--- src/rtl/tnet_rx_decoder.sv ---
// tnet_rx_decoder: decodes Aurora RX words into local control pulses and forwards
// ring traffic not addressed exclusively to this node through a small TX FIFO.
module tnet_rx_decoder #(
   parameter int         FIFO_DEPTH = 4,
   parameter logic [7:0] MAX_HOP    = 8'd15
) (
   input  logic         user_clk_i,
   input  logic         user_rst_i,
   input  logic [7:0]   my_id_i,
   input  logic         channel_up_i,
   input  logic [127:0] s_axi_rx_tdata,
   input  logic         s_axi_rx_tvalid,
   output logic [127:0] m_axi_tx_tdata,
   output logic         m_axi_tx_tvalid,
   input  logic         m_axi_tx_tready,
   output logic         time_rst_o,
   output logic         time_init_o,
   output logic         time_updt_o,
   output logic         start_o,
   output logic         pause_o,
   output logic         stop_o,
   output logic [31:0]  time_off_dt_o,
   output logic [31:0]  rx_cnt_o,
   output logic [15:0]  drop_cnt_o,
   output logic [15:0]  err_cnt_o
);
   localparam int AW = $clog2(FIFO_DEPTH);
   localparam logic [AW:0] FULL = (AW+1)'(FIFO_DEPTH);
   typedef enum logic {DOWN, UP} state_t;
   state_t state_q, state_d;
   logic [4:0]   op;
   logic [7:0]   dst, src, hop;
   logic         up, rx, local_hit, known, fwd, full, pop, push;
   logic [127:0] fwd_word;
   logic [127:0] mem [FIFO_DEPTH];
   logic [AW-1:0] wr_ptr, rd_ptr;
   logic [AW:0]  count;
   logic [5:0]   pulse_q, pulse_d;
   always_ff @(posedge user_clk_i) state_q <= user_rst_i ? DOWN : state_d;
   always_comb begin
      state_d = channel_up_i ? UP : DOWN;
      op = s_axi_rx_tdata[127:123];
      dst = s_axi_rx_tdata[122:115];
      src = s_axi_rx_tdata[114:107];
      hop = s_axi_rx_tdata[106:99];
      // A word arriving on the edge where the channel drops is discarded with the flush
      up = (state_q == UP) && channel_up_i;
      rx = up && s_axi_rx_tvalid;
      known = (op >= 5'd1) && (op <= 5'd6);
      local_hit = rx && (dst == my_id_i || dst == 8'hFF);
      fwd = rx && dst != my_id_i && src != my_id_i && hop < MAX_HOP;
      fwd_word = {s_axi_rx_tdata[127:107], hop + 8'd1, s_axi_rx_tdata[98:0]};
      full = count == FULL;
      pop = m_axi_tx_tvalid && m_axi_tx_tready;
      push = fwd && (!full || pop);
      pulse_d = (local_hit && known) ? 6'b1 << (op - 5'd1) : 6'b0;
   end
   assign m_axi_tx_tvalid = count != '0;
   assign m_axi_tx_tdata = m_axi_tx_tvalid ? mem[rd_ptr] : '0;
   assign {stop_o, pause_o, start_o, time_updt_o, time_init_o, time_rst_o} = pulse_q;
   always_ff @(posedge user_clk_i) if (push) mem[wr_ptr] <= fwd_word;
   always_ff @(posedge user_clk_i) begin
      if (user_rst_i || !up) begin
         wr_ptr <= '0;
         rd_ptr <= '0;
         count <= '0;
      end else begin
         wr_ptr <= wr_ptr + AW'(push);
         rd_ptr <= rd_ptr + AW'(pop);
         count <= count + (AW+1)'(push) - (AW+1)'(pop);
      end
   end
   always_ff @(posedge user_clk_i) begin
      if (user_rst_i) begin
         pulse_q <= '0;
         time_off_dt_o <= '0;
         rx_cnt_o <= '0;
         drop_cnt_o <= '0;
         err_cnt_o <= '0;
      end else begin
         pulse_q <= pulse_d;
         if (local_hit && op == 5'd3) time_off_dt_o <= s_axi_rx_tdata[95:64];
         if (rx) rx_cnt_o <= rx_cnt_o + 32'd1;
         if (fwd && full && !pop && drop_cnt_o != 16'hFFFF) drop_cnt_o <= drop_cnt_o + 16'd1;
         if (local_hit && !known && err_cnt_o != 16'hFFFF) err_cnt_o <= err_cnt_o + 16'd1;
      end
   end
endmodule

--- config.mk ---
export PLATFORM = sky130hd
export DESIGN_NAME = tnet_rx_decoder
export DESIGN_NICKNAME = d
export VERILOG_FILES = /design/src/rtl/tnet_rx_decoder.sv
export SDC_FILE = /design/constraint.sdc
export NUM_CORES = 1
export LEC_CHECK = 0
export CAP_MARGIN = 20
export CORE_AREA = 2 2 209 211
export CTS_BUF_LIST = sky130_fd_sc_hd__clkbuf_8
export CTS_CLUSTER_SIZE = 20
export DETAILED_ROUTE_END_ITERATION = 12
export DIE_AREA = 0 0 211 213
export GPL_TIMING_DRIVEN = 0
export HOLD_SLACK_MARGIN = 0.12
export PLACE_DENSITY = 0.84
export SLEW_MARGIN = 20
export SYNTH_ARGS = -nofsm -noshare
export SYNTH_HDL_FRONTEND = slang
export SYNTH_SLANG_ARGS = --single-unit
--- constraint.sdc ---
create_clock -name user_clk_i -period 28.8 [get_ports user_clk_i]
set_input_delay 5.76 -clock user_clk_i [delete_from_list [all_inputs] [get_ports user_clk_i]]
set_output_delay 5.76 -clock user_clk_i [all_outputs]
set_load 0.1 [all_outputs]
==> results.toml <==
[drt]
ant_nets = 0
drtPass1Iterations = 7
routed_wl_mm = 57.3
drc = 0
vias_per_cell = 5.69
wl_per_cell_um = 22.7
vias = 14400
drtIter0Drc = 1108

[pwr]
switching_share = 0.204
power_frac_comb = 0.024
ir_drop_v = 0.0000473
p_int_mw = 1.39
cellLeakagePower_nw = 10.1
clkPwrFrac = 0.419
p_per_area_nw_per_um2 = 55.9
p_sw_mw = 0.357
seqPwrFrac = 0.557

[yosys]
ys_seq_elements = 622
synth_top_area_share = 0.630
synth_fp_nets = 1544
async_flop_share = 0
yosysTopAreaCell = "edfxtp_1"
synth_edf_count = 512
ys_types = 52
yosysMostFrequentCell = "edfxtp_1"
syn_area_um2 = 24400
syn_avg_cell_area_um2 = 17.6
postSynthCellCount = 1390
synth_warnings = 0
synth_area_leaders = "edfxtp_1 (63%), mux4_2 (12%), dfxtp_1 (9.0%)"
synth-main-ff-cell = "edfxtp_1"
ys_seq_area_frac = 0.720
synth_common_cells = "edfxtp_1 (512), and2_1 (133), mux4_2 (128)"

[worst_setup_path]
required_ns = 23.04
endpoint_kind = "output pin"
r2r_start = "state_q$_SDFF_PP0_"
arrival_ns = 4.33
worstPathMaxFanout = 10
slowest_stage = "clkdlybuf4s50_1"
cp_cell_sequence = "clkbuf_1 > buf_1 > mux4_2 > and2_1 > clkdlybuf4s50_1"
crit_start = "rd_ptr[0]$_SDFF_PP0_"
start_kind = "flop"
path_class = "flop to output pin"
max_stage_delay_ns = 1.05

[floorplan]
start_util = 0.572
die_x_um = 211
rows = 76
core_area_um2 = 42700
die_h_um = 213
fp.dieArea_um2 = 44900
pin_count = 372

[place]
numPortBuffers = 371
pre_cts_ws_ns = 19.11
dpl.hpwl_mm = 38.8
gp_congestion = 0.835

[clocking]
cts_resized = 0
cts_hold_buf = 0
cts_buffer_depth = 3
htreeDepth = 3
cts_root_buf = "clkbuf_8"
cts_buffers = 98
cts_tree = "yes"
postCtsSetupRepairBufs = 0
insertion_delay_ns = 0.66
clk_pin_slew_worst_paths_ns = 0.06
clock-sinks = 622

[timing]
finalHoldViolCount = 0
fin_skew_ns = 0.0139
fin_ws_ns = 18.71
period_share = 0.350
period_needed_ns = 10.09
rsz0062_at_grt = "no"
worst_pin_slew_ns = 1.18
slew_viol_final = 0
slew_headroom = 0.215
max_freq_ghz = 0.0991
setup_tns_ns = 0
finalSetupViolCount = 0

[grt]
grtUsageMet3 = 0.0756
grt.busiest_layer = "met2"
antenna_found_initial = 2
use_met2 = 0.427
grt_max_degree = 47
grt_use_met1 = 0.313
grt_pass1_vias = 15000
gr-total-overflow = 0
grt_usage = 0.255
grt_pass1_wl_mm = 85.7

[job]
maxCapViolations = 0

[run_status]
status = "finished clean"

[min_path]
hp-start = "time_off_dt_o[28]$_SDFFE_PP0P_"
hp-class = "flop to flop"

[layout]
nets = 2046
synthToLayoutAreaGrowth_pct = 28.1
nFillCells = 2528
layout-drive-gt1-share = 0.165
==> flip-flops by register name, indices dropped and copies added (netlist names) <==
register       flops
mem              512
rx_cnt_o          32
time_off_dt_o     32
drop_cnt_o        16
err_cnt_o         16
pulse_q            6
count              3
rd_ptr             2
wr_ptr             2
state_q            1
==> worst paths after layout <==
path         depth (start not counted)  slack [ns]                              to
max                                  5       18.71              m_axi_tx_tdata[97]
min                                  2        0.50  time_off_dt_o[28]$_SDFFE_PP0P_
max reg2reg                          9       25.15            mem[0][17]$_DFFE_PP_
min reg2reg                          2        0.50  time_off_dt_o[28]$_SDFFE_PP0P_
==> power groups by stage <==
stage	clock [mW]	combinational (mW)	sequential, mW
after floorplan	0	0.00842	0.993
after global placement	0	0.0389	0.992
after detailed placement	0	0.0413	0.992
after CTS	0.747	0.0416	0.973
after global routing	0.784	0.0446	0.972
final	0.732	0.0419	0.973
==> cell families (layout without fill, tap and decap cells) <==
family,count (synthesis),after routing,synth area share
compound gates,59,59,0.0137
simple gates,390,390,0.0911
other cells,0,2,0
xor+xnor,62,62,0.0222
flops,622,622,0.720
buf+inv,80,665,0.0128
mux,164,164,0.133
fa+ha+maj,13,13,0.00697
==> stage by stage <==
stage                     cell area [um^2]  hold slack (ns)  instances  total power, mW   util
after global routing                 31300            0.516       2521             1.80  0.732
after floorplan                      24400            0.491       1390             1.00      -
final                                31300            0.497       2523             1.75  0.732
after global placement               28800            0.475       2307             1.03  0.675
after CTS                            31300            0.499       2521             1.76  0.732
after detailed placement             29300            0.486       2338             1.03  0.686
==> per-layer routing <==
layer  vias up  routed length, um
met2       590              28700
met4         2               1730
met1      7228              21900
li1       6419                  -
met5         -                 15
met3       116               4890
==> critical path, delay by kind of cell, from the launching register on <==
family / cells / cell delay [ns]
buffers and inverters: 3 / 2.53
flip-flops: 1 / 0.36
multiplexers: 1 / 0.60
AND/OR/NAND/NOR: 1 / 0.17
==> final cells by class <==
type | instances | area [um^2] | share of cell area
antenna | 2 | 5.00 | 0.000160
buffer | 61 | 241 | 0.00773
clock buffer | 107 | 1470 | 0.0471
clock inverter | 76 | 480 | 0.0154
inverter | 19 | 71.3 | 0.00228
multi-input combinational | 688 | 6540 | 0.209
sequential | 622 | 17600 | 0.562
tap | 546 | 683 | 0.0219
timing repair buffer | 402 | 4190 | 0.134
==> layout by cell type, fill, tap and decap left out, types with 28 or more instances in the layout <==
master / netlist / routed
nor2_1: 87 / 86
clkdlybuf4s50_1: 0 / 371
inv_1: 19 / 58
dfxtp_1: 110 / 110
nand3_1: 28 / 28
clkbuf_1: 31 / 31
edfxtp_1: 512 / 512
mux4_2: 128 / 128
and2_1: 133 / 133
clkbuf_8: 0 / 107
mux2i_1: 34 / 34
xnor2_1: 49 / 49
(Power assumes the default switching activity.)
